--- src/rtl/lvds_panel_sequencer_pkg.sv ---
// lvds_panel_sequencer_pkg: state encodings, default delays and output decode helpers
package lvds_panel_sequencer_pkg;

    typedef enum logic [2:0] {
        ST_OFF       = 3'd0,
        ST_VDD_UP    = 3'd1,
        ST_LVDS_UP   = 3'd2,
        ST_ON        = 3'd3,
        ST_BL_DOWN   = 3'd4,
        ST_LVDS_DOWN = 3'd5,
        ST_VDD_DOWN  = 3'd6
    } state_e;

    localparam int DEF_CW         = 24;
    localparam int DEF_T_VDD_LVDS = 16;
    localparam int DEF_T_LVDS_BL  = 16;
    localparam int DEF_T_BL_LVDS  = 16;
    localparam int DEF_T_LVDS_VDD = 16;
    localparam int DEF_T_OFF      = 64;

    // Panel supply stays up in every state between power-up and supply teardown
    function automatic logic vdd_on(state_e s);
        return s inside {ST_VDD_UP, ST_LVDS_UP, ST_ON, ST_BL_DOWN, ST_LVDS_DOWN};
    endfunction

    // Serializers run from LVDS power-up until the backlight has been off long enough
    function automatic logic lvds_on(state_e s);
        return s inside {ST_LVDS_UP, ST_ON, ST_BL_DOWN};
    endfunction

    function automatic logic bl_on(state_e s);
        return s == ST_ON;
    endfunction

endpackage

--- src/rtl/lvds_panel_sequencer_seq_timer.sv ---
// seq_timer: loadable down-counter that parks at zero
module seq_timer #(
    parameter int CW = 24
) (
    input  logic          clk,
    input  logic          rst,
    input  logic          load,
    input  logic [CW-1:0] load_val,
    output logic [CW-1:0] value,
    output logic          zero
);

    logic [CW-1:0] cnt_q;

    // Load wins over counting; the count holds once it reaches zero
    always_ff @(posedge clk or negedge rst) begin
        if (!rst)
            cnt_q <= '0;
        else if (load)
            cnt_q <= load_val;
        else if (cnt_q != '0)
            cnt_q <= cnt_q - CW'(1);
    end

    assign value = cnt_q;
    assign zero  = (cnt_q == '0);

endmodule

--- src/rtl/lvds_panel_sequencer.sv ---
// lvds_panel_sequencer: orders panel VDD, LVDS and backlight enables with timed up/down sequencing
module lvds_panel_sequencer
    import lvds_panel_sequencer_pkg::*;
#(
    parameter int CW         = DEF_CW,
    parameter int T_VDD_LVDS = DEF_T_VDD_LVDS,
    parameter int T_LVDS_BL  = DEF_T_LVDS_BL,
    parameter int T_BL_LVDS  = DEF_T_BL_LVDS,
    parameter int T_LVDS_VDD = DEF_T_LVDS_VDD,
    parameter int T_OFF      = DEF_T_OFF
) (
    input  logic       clk,
    input  logic       rst,
    input  logic       enable,
    input  logic       pll_locked,
    input  logic       vsync,
    output logic       panel_vdd_en,
    output logic       lvds_en,
    output logic       bl_en,
    output logic       blank,
    output logic       ready,
    output logic [2:0] state
);

    state_e        state_q, state_d;
    logic          blank_q, blank_d;
    logic          vsync_q;
    logic          vdd_q, lvds_q, bl_q, ready_q;
    logic          shutdown;
    logic          timer_load;
    logic [CW-1:0] timer_val;
    logic [CW-1:0] unused_timer_value;
    logic          timer_zero;

    // Each timed state is loaded with T-1 so it exits after exactly T cycles
    function automatic logic [CW-1:0] entry_delay(state_e s);
        case (s)
            ST_VDD_UP:    return CW'(T_VDD_LVDS - 1);
            ST_LVDS_UP:   return CW'(T_LVDS_BL - 1);
            ST_BL_DOWN:   return CW'(T_BL_LVDS - 1);
            ST_LVDS_DOWN: return CW'(T_LVDS_VDD - 1);
            ST_VDD_DOWN:  return CW'(T_OFF - 1);
            default:      return '0;
        endcase
    endfunction

    seq_timer #(.CW(CW)) u_timer (
        .clk      (clk),
        .rst      (rst),
        .load     (timer_load),
        .load_val (timer_val),
        .value    (unused_timer_value),
        .zero     (timer_zero)
    );

    assign shutdown = !enable || !pll_locked;

    // Next state: shutdown beats timer expiry on the up path; down path always runs to OFF
    always_comb begin
        state_d = state_q;
        case (state_q)
            ST_OFF:       state_d = (enable && pll_locked) ? ST_VDD_UP : ST_OFF;
            ST_VDD_UP:    state_d = shutdown ? ST_VDD_DOWN : timer_zero ? ST_LVDS_UP : ST_VDD_UP;
            ST_LVDS_UP:   state_d = shutdown ? ST_LVDS_DOWN : timer_zero ? ST_ON : ST_LVDS_UP;
            ST_ON:        state_d = shutdown ? ST_BL_DOWN : ST_ON;
            ST_BL_DOWN:   state_d = timer_zero ? ST_LVDS_DOWN : ST_BL_DOWN;
            ST_LVDS_DOWN: state_d = timer_zero ? ST_VDD_DOWN : ST_LVDS_DOWN;
            ST_VDD_DOWN:  state_d = timer_zero ? ST_OFF : ST_VDD_DOWN;
            default:      state_d = ST_OFF;
        endcase
        timer_load = (state_d != state_q);
        timer_val  = entry_delay(state_d);
        blank_d    = (state_d != ST_ON) ? 1'b1 :
                     (state_q == ST_ON && vsync && !vsync_q) ? 1'b0 : blank_q;
    end

    // vsync_q holds the level sampled at the previous edge, so a level already high on ON entry is not an edge
    always_ff @(posedge clk or negedge rst) begin
        if (!rst) begin
            state_q <= ST_OFF;
            blank_q <= 1'b1;
            vsync_q <= 1'b0;
            vdd_q   <= 1'b0;
            lvds_q  <= 1'b0;
            bl_q    <= 1'b0;
            ready_q <= 1'b0;
        end else begin
            state_q <= state_d;
            blank_q <= blank_d;
            vsync_q <= vsync;
            vdd_q   <= vdd_on(state_d);
            lvds_q  <= lvds_on(state_d);
            bl_q    <= bl_on(state_d);
            ready_q <= (state_d == ST_ON) && !blank_d;
        end
    end

    assign panel_vdd_en = vdd_q;
    assign lvds_en      = lvds_q;
    assign bl_en        = bl_q;
    assign blank        = blank_q;
    assign ready        = ready_q;
    assign state        = state_q;

endmodule

--- config.mk ---
export PLATFORM = sky130hd
export DESIGN_NAME = lvds_panel_sequencer
export DESIGN_NICKNAME = d
export VERILOG_FILES = /design/src/rtl/lvds_panel_sequencer_pkg.sv /design/src/rtl/lvds_panel_sequencer_seq_timer.sv /design/src/rtl/lvds_panel_sequencer.sv
export SDC_FILE = /design/constraint.sdc
export NUM_CORES = 1
export LEC_CHECK = 0
export ABC_CLOCK_PERIOD_IN_PS = 5450
export CORE_MARGIN = 2
export CORE_UTILIZATION = 45
export CTS_BUF_LIST = sky130_fd_sc_hd__clkbuf_16
export DETAILED_ROUTE_END_ITERATION = 16
export RECOVER_POWER = 25
export SKIP_LAST_GASP = 1
export SLEW_MARGIN = 20
export SYNTH_ARGS = -nofsm -noshare
export SYNTH_HDL_FRONTEND = slang
export SYNTH_SLANG_ARGS = --single-unit
--- constraint.sdc ---
create_clock -name clk -period 5.45 [get_ports clk]
set_input_delay 0.8175 -clock clk [delete_from_list [all_inputs] [get_ports clk]]
set_output_delay 0.8175 -clock clk [all_outputs]
set_load 0.03 [all_outputs]
==> results.md, run 1 <==
- The flow ran to the end, but the final reports show violations.
- The checks that failed: capacitance limit, slew limit.
- After detailed routing, the number of vias per cell comes to 5.65.
- In this run the clock root is driven by a clkbuf_16.
- In the post-synthesis netlist, the biggest area contributors are dfrtp_1, nor2_1, xor2_1.
- For this block, the via count after detailed routing is 1531.
- The number of max-cap violations is 1.
- Of the total power, the share spent switching nets is 0.426.
- The design draws 1.27 mW.
- The internal power is 0.729 mW.
- The proportion of synthesized chip area in sequential cells is 0.437.
- 13 I/O pins were placed.
- The post-CTS resize count is 0.
- After synthesis, the mean cell area works out to 8.92 um2.
- The worst-case setup margin in the final layout is 2390 ps.
- Detailed placement finished with a half-perimeter wire length of 2.74 mm.
- The worst setup timing slack at the placement stage is 2410 ps.
- The largest area contributor in the netlist is dfrtp_1.
- Counting tap cells, the placed design contains a total of 263 instances.
- The final worst clock skew is 5.18 ps.
- The type of the most critical hold path is reg2reg.
- After synthesis the cells add up to 1890 um2.
- Setup violations remaining at the end of the flow were counted as 0.
- The clock tree from TritonCTS is yes.
- After clock tree synthesis, the setup repair step added 0 buffers.
- The via count of the first global-routing pass came to 1492.
- The count of buffers added on input and output ports is 12.
- The number of enable-type register cells in the synthesized netlist is 0.
- The total area inside the core boundary comes to 4030 um2.
- Setup repair after global routing left no endpoint under its margin.
- The number of antenna diodes in the final layout is 0.
- Static timing analysis puts the maximum clock frequency at 0.327 GHz.
- Dividing the detail-routed wire length by the instance count gives 14.6 um.
- Summed over all nets, the switching power comes to 0.541 mW.
- The data arrival time of the critical path is 3220 ps.
- The DRC violations left is 0.
- The die boundary height is 68.8 um.
- The combined global-route utilization of all metal layers is 0.194.
- The count of cell types in the netlist is 44.
- In the synthesized netlist the async set-or-reset flop fraction comes to 1.00.
- The number of pins with negative max-slew slack in the final report came to 34.
- After clock tree synthesis, the flow added hold-fix buffers numbering 0.
- In this run the worst path has a maximum fanout of 21.
- The share of power burned in combinational logic is 0.424.
- The area growth from synthesis to layout is 14.3%.
- By count the netlist is led by nor2_1, dfrtp_1, nand2_1, xor2_1.
- The first global-routing pass estimated 6.87 mm of wire.
- At the later pin of the worst-skew pair, clock insertion delay measures 280 ps.
- At the end of routability-driven placement, the weighted congestion stood at 0.835.
- The clock net in this run drives a total of 33 sinks.
- The initial DRC count is 102.
- The share of the clock period used by the worst path after layout is 0.562.
- In this run the power density over the cells is 588 nW/um2.
- The clock group share of total power is 0.210.
- The total number of yosys warnings is 0.
- For this run, the leading register cell type out of synthesis is dfrtp_1.
- The number of CTS-inserted buffers is 5.
- The analysis attributes to cell leakage a power of 0.903 nW.
- The count of nets left with antenna violations once routing finished came out at 0.
- The post-route minimum period is 3060 ps.
- The number of register bits inferred by synthesis is 33.
- The clock-pin transition on the worst setup and hold timing paths is 50 ps.
- For this block, the routed nets add up to 3.96 mm of wire.
- Counting every instance in the synthesized netlist gives 212.
- The proportion of power drawn by flip-flops and latches is 0.367.
- The final instance count without filler cells is 271.
- The first TritonRoute pass finished after 4 iterations.
- The longest clock path from root to sink contains 2 buffers.
- The type of the setup path with the least slack is reg2reg.
- The area fraction of the dominant cell type after synthesis is 0.424.
- In this run the core area contains 23 standard-cell rows.
- The worst slew slack as a fraction of its limit is -0.215.
- The maximum level of the CTS H-tree is 2.
- The remaining global-route overflow is 0.
- IR analysis of the VDD net gives a maximum drop of 0.000259 V.
- The worst setup path is launched from a flop.
- The number of antenna violations at the first check in global routing is 0.
- nor2_1 is the most common cell in the netlist.
- STA puts the critical path data required time at 5610 ps.
- The sort of element at the end of the critical path is a flop.
- The total nets after synthesis is 219.
- At the pin with the least slew margin, the transition time is 1820 ps.
- For the final routed database, the setup TNS stands at 0 ps.
- The final net count is 227.
- The overall die width is 68.8 um.
- The initial utilization of the core area, before any placement, comes to 0.469.
- The floorplan step defined a die boundary enclosing 4740 um2.
- Entering global routing, the biggest net connects 34 pins.
- In the final layout, the share of cells above drive strength 1 is 0.0679.
- The count of endpoints failing hold in the final timing report was 0.
-- through the flow --
stage / util / hold slack (ps) / instance area [um2]
after CTS: 0.537 / 538 / 2160
after floorplan: - / 511 / 1890
after global routing: 0.536 / 563 / 2160
final: 0.536 / 537 / 2160
after global placement: 0.503 / 534 / 2030
after detailed placement: 0.503 / 531 / 2030
-- area by class of cell --
| cell class | instances | area, um2 |
|---|---|---|
| fill | 388 | 1870 |
| multi-input combinational | 159 | 976 |
| sequential | 33 | 827 |
| timing repair buffer | 14 | 131 |
| clock buffer | 5 | 125 |
| tap | 50 | 62.6 |
| inverter | 7 | 26.3 |
| clock inverter | 3 | 12.5 |
-- path summary, 6_finish.rpt --
path	from	end	slack [ps]	cells past startpoint
min	u_timer.value[19]	u_timer.value[19]	540	2
min in group asynchronous	rst	u_timer.value[14]	1570	2
max	u_timer.value[6]	u_timer.value[1]	2390	7
max in group asynchronous	rst	u_timer.value[9]	2830	2
max reg2reg	u_timer.value[6]	u_timer.value[1]	2390	7
min reg2reg	u_timer.value[19]	u_timer.value[19]	540	2
-- state kept, by name, indices dropped and copies added, names as in the netlist --
register / cells
state: 3
u_timer.value: 24
vsync_q: 1
lvds_en: 1
ready: 1
panel_vdd_en: 1
bl_en: 1
blank: 1
-- critical path: stages (launching register included) --
cell and delay [ps]:
dfrtp_1 410, or4_4 570, nor4_4 530, and3_1 660, a211oi_1 120, a311oi_2 260
buf_4 280, a21oi_1 110
-- cells in the final DEF, fill, tap and decap left out, types with 3 or more instances in the layout --
cell | netlist | routed
a21oi_1 | 12 | 12
a31oi_1 | 3 | 3
nand2_1 | 17 | 17
clkinv_1 | 1 | 3
o21ai_1 | 3 | 3
xor2_1 | 13 | 13
o21ai_0 | 12 | 12
inv_1 | 6 | 6
nand3_1 | 5 | 5
a211oi_1 | 3 | 3
clkbuf_16 | 0 | 5
nor2_1 | 34 | 34
and3_1 | 4 | 4
clkdlybuf4s50_1 | 0 | 10
xnor2_1 | 5 | 5
nand4_1 | 5 | 5
nor3_1 | 5 | 5
nor4_1 | 5 | 5
dfrtp_1 | 32 | 32
nand4b_1 | 3 | 3
-- metal layers --
layer	vias to the layer above	wire (um)	GRT usage
met4	0	63	0.0711
met1	731	1780	0.241
met5	-	0	0
met3	7	134	0.0471
met2	29	1980	0.328
li1	764	-	-
-- power groups by stage --
stage	registers, mW	clock network, mW	logic, mW
floorplan	0.432	0	0.448
global placement	0.464	0	0.526
detailed placement	0.469	0	0.540
CTS	0.465	0.271	0.545
global route	0.484	0.278	0.616
finish	0.466	0.266	0.538
-- cell families (layout without fill, tap and decap cells) --
family	after synthesis	after routing	synth area share
xor+xnor	18	18	0.0834
compound gates	46	46	0.152
fa+ha+maj	2	2	0.0132
simple gates	91	91	0.257
buf+inv	20	29	0.0463
mux	2	2	0.0106
flops	33	33	0.437
Note: power is estimated with default switching activity, not from simulation.
==> inputs of run 2 (changes only) <==
Settings changed: ABC_CLOCK_PERIOD_IN_PS 5450 to 2600, PLACE_DENSITY set to 0.66.
Clock period 5.45 ns to 2.6 ns, I/O delays scaled along.
==> run 2 against run 1 <==
  * Setup slack got worse by 2200 ps
  * Die area did not move
  * Critical path type unchanged
  * Largest power group unchanged
  * Critical path depth did not move
  * The flow still finishes with violations (capacitance limit, slew limit)
==> results.md, run 2 (synthesized netlist as in run 1, its figures left out) <==
- The flow ran to the end, but the final reports show violations.
- The checks that failed: capacitance limit, slew limit.
- The ratio of routed vias to standard cells came to 5.68 (+0.50%).
- The number of antenna violations at the first check in global routing was 0 (unchanged).
- The final-layout setup total negative slack is 0 ps (unchanged).
- The power per unit of standard cell area came to 1220 nW/um2 (+110%).
- The count of clock tree sinks came to 33 (unchanged).
- The kind of start point of the critical path is a flop.
- The final net count is 232 (+2.2%).
- The type of the setup path with the least slack is reg2reg.
- The count of input and output buffers is 12 (unchanged).
- The via count of the first global-routing pass came to 1483 (-0.60%).
- The clock tree root buffer cell is clkbuf_16.
- The total iterations of the first detailed-routing run came to 4 (unchanged).
- The highest cell delay on the worst timing path came to 570 ps (-90 ps).
- The DRC violations left is 0 (unchanged).
- The core region area came to 4030 um2 (unchanged).
- The slew at the pin with the worst max-slew slack is 1780 ps (-47.3 ps).
- The number of CTS-inserted buffers was 5 (unchanged).
- The remaining global-route overflow is 0 (unchanged).
- In this run the worst hold path is classified as reg2reg.
- The number of rows in the core area was 23 (unchanged).
- The worst setup timing slack at the placement stage is 208 ps (-2210 ps).
- The largest fanout on the critical path was 12 (-43%).
- The data required time of the worst path is 2760 ps (-2850 ps).
- The top-level port count is 13 (unchanged).
- The slowest stage of the critical path is the or4_4 cell.
- The overall via count from detail_route was 1567 (+2.4%).
- The total of endpoints with negative setup slack in the final report is 0 (unchanged).
- The maximum level of the CTS H-tree is 2 (unchanged).
- The largest net degree at the start of global routing is 34 (unchanged).
- The share of cells above drive strength 1 came to 0.0929 (+0.0250).
- The initial DRC count is 90 (-12%).
- The wire length of the first global-routing pass is 6.71 mm (-2.4%).
- The deepest clock path buffer count is 2 (unchanged).
- The average detailed-routed wire length per instance came to 14.2 um (-2.9%).
- The number of flip-flops under the largest register name is 24 (unchanged).
- The remaining number of nets flagged by the antenna check after routing is 0 (unchanged).
- The post-DP HPWL is 2.67 mm (-2.5%).
- The worst-case setup margin in the final layout was 229 ps (-2160 ps).
- Compared with the post-synthesis result, the final layout area differs by 16.6%.
- The clock tree from TritonCTS is yes.
- The aggregate routed wire length is 3.92 mm (-1.1%).
- The number of pins with negative max-slew slack in the final report is 34 (unchanged).
- The share of the clock period used by the worst path after layout is 0.912 (+0.350).
- The number of buffer and inverter instances along the worst setup path came to 1 (unchanged).
- The post-route minimum period is 2370 ps (-692 ps).
- The number of max-cap violations is 1 (unchanged).
- The highest attainable clock frequency was 0.422 GHz (+29%).
- The final weighted congestion in routability-driven placement is 0.846 (+1.3%).
- In the layout the commonest cells are nor2_1, dfrtp_1, nand2_1, xor2_1.
- Setup repair after global routing left no endpoint under its margin.
- The final worst clock skew is 2.93 ps (-2.25 ps).
- Traced cell by cell, the critical path runs through or4_4, nor4_4, and3_1, a211oi_1, a311oi_2, buf_4, nor2_1.
- STA classifies the critical path endpoint as a flop.
- The standby leakage power is 0.930 nW (+3.0%).
- The combined global-route utilization of all metal layers was 0.191 (-0.00321).
- The maximum vdd drop came to 0.000860 V (+230%).
- The clock-pin transition on the worst setup and hold timing paths is 50 ps (about the same).
- The die area was 4740 um2 (unchanged).
- The overall die width is 68.8 um (unchanged).
- The die boundary height is 68.8 um (unchanged).
- The starting utilization of the core area is 0.469 (unchanged).
- The number of antenna diodes came to 0 (unchanged).
- The cell family with the largest share of critical-path delay is simple AND/OR/NAND/NOR gates.
- The data arrival time of the critical path is 2530 ps (-690 ps).
- The count of endpoints failing hold in the final timing report is 0 (unchanged).
- The worst slew slack as a fraction of its limit is -0.183 (+0.0315).
- The source-to-sink clock delay at the later pin of the worst-skew pair was 270 ps (about the same).
- The most common cell after layout, fill and taps aside is nor2_1.
## run 2: cell types whose count changed in the layout (fill, tap and decap cells not counted)
cell             previous run  this run
clkdlybuf4s50_1            10        11
dlygate4sd3_1               2         1
nor4b_2                     0         1
buf_4                       1         6
nor4b_1                     1         0
## run 2: path summary, 6_finish.rpt
check                                   from                end  slack, ps  depth (start not counted)
max                        u_timer.value[14]  u_timer.value[16]        230                          7
min                        u_timer.value[19]  u_timer.value[19]        540                          2
max reg2reg                u_timer.value[14]  u_timer.value[16]        230                          7
min reg2reg                u_timer.value[19]  u_timer.value[19]        540                          2
max in group asynchronous                rst            lvds_en        520                          2
min in group asynchronous                rst  u_timer.value[16]       1060                          2
## run 2: cell type report
| cell class | count | area [um2] |
|---|---|---|
| Clock buffer | 5 | 125 |
| Clock inverter | 3 | 12.5 |
| Fill cell | 373 | 1820 |
| Inverter | 7 | 26.3 |
| Multi-Input combinational cell | 159 | 982 |
| Sequential cell | 33 | 827 |
| Tap cell | 50 | 62.6 |
| Timing Repair Buffer | 19 | 169 |
## run 2: layer usage
metal	share of wire	wire length [um]	vias to the layer above	global-route usage
met5	0	0	-	0
met4	0.0092	36	0	0.0662
met3	0.034	134	4	0.0390
met2	0.48	1860	32	0.315
met1	0.48	1880	755	0.250
li1	-	-	776	-
## run 2: timing repair
item                       4_1_cts  5_1_grt
buffers inserted                 0        0
setup endpoints to repair        0       25
hold buffers                     0        0
gates resized for setup          0        1
## run 2: where the power goes
group	leakage [nW]	internal [mW]	switching (mW)
sequential	0.420	0.697	0.291
combinational	0.441	0.523	0.644
clock	0.0687	0.345	0.200
total	0.930	1.57	1.13
## run 2: per-stage QoR
stage	cells	cell area (um2)	utilization	hold WS, ps	total power, mW
2_1_floorplan	212	1890	-	94.4	1.85
3_3_place_gp	268	2060	0.512	525	2.15
3_5_place_dp	268	2060	0.512	533	2.15
4_1_cts	276	2200	0.547	539	2.72
5_1_grt	276	2200	0.547	574	2.92
6_report	276	2200	0.547	537	2.70
## run 2: worst register-to-register path, stage by stage, from the launching register on
cell	delay (ps)
dfrtp_1	410
or4_4	570
nor4_4	320
and3_1	270
a211oi_1	60
a311oi_2	310
buf_4	240
nor2_1	70
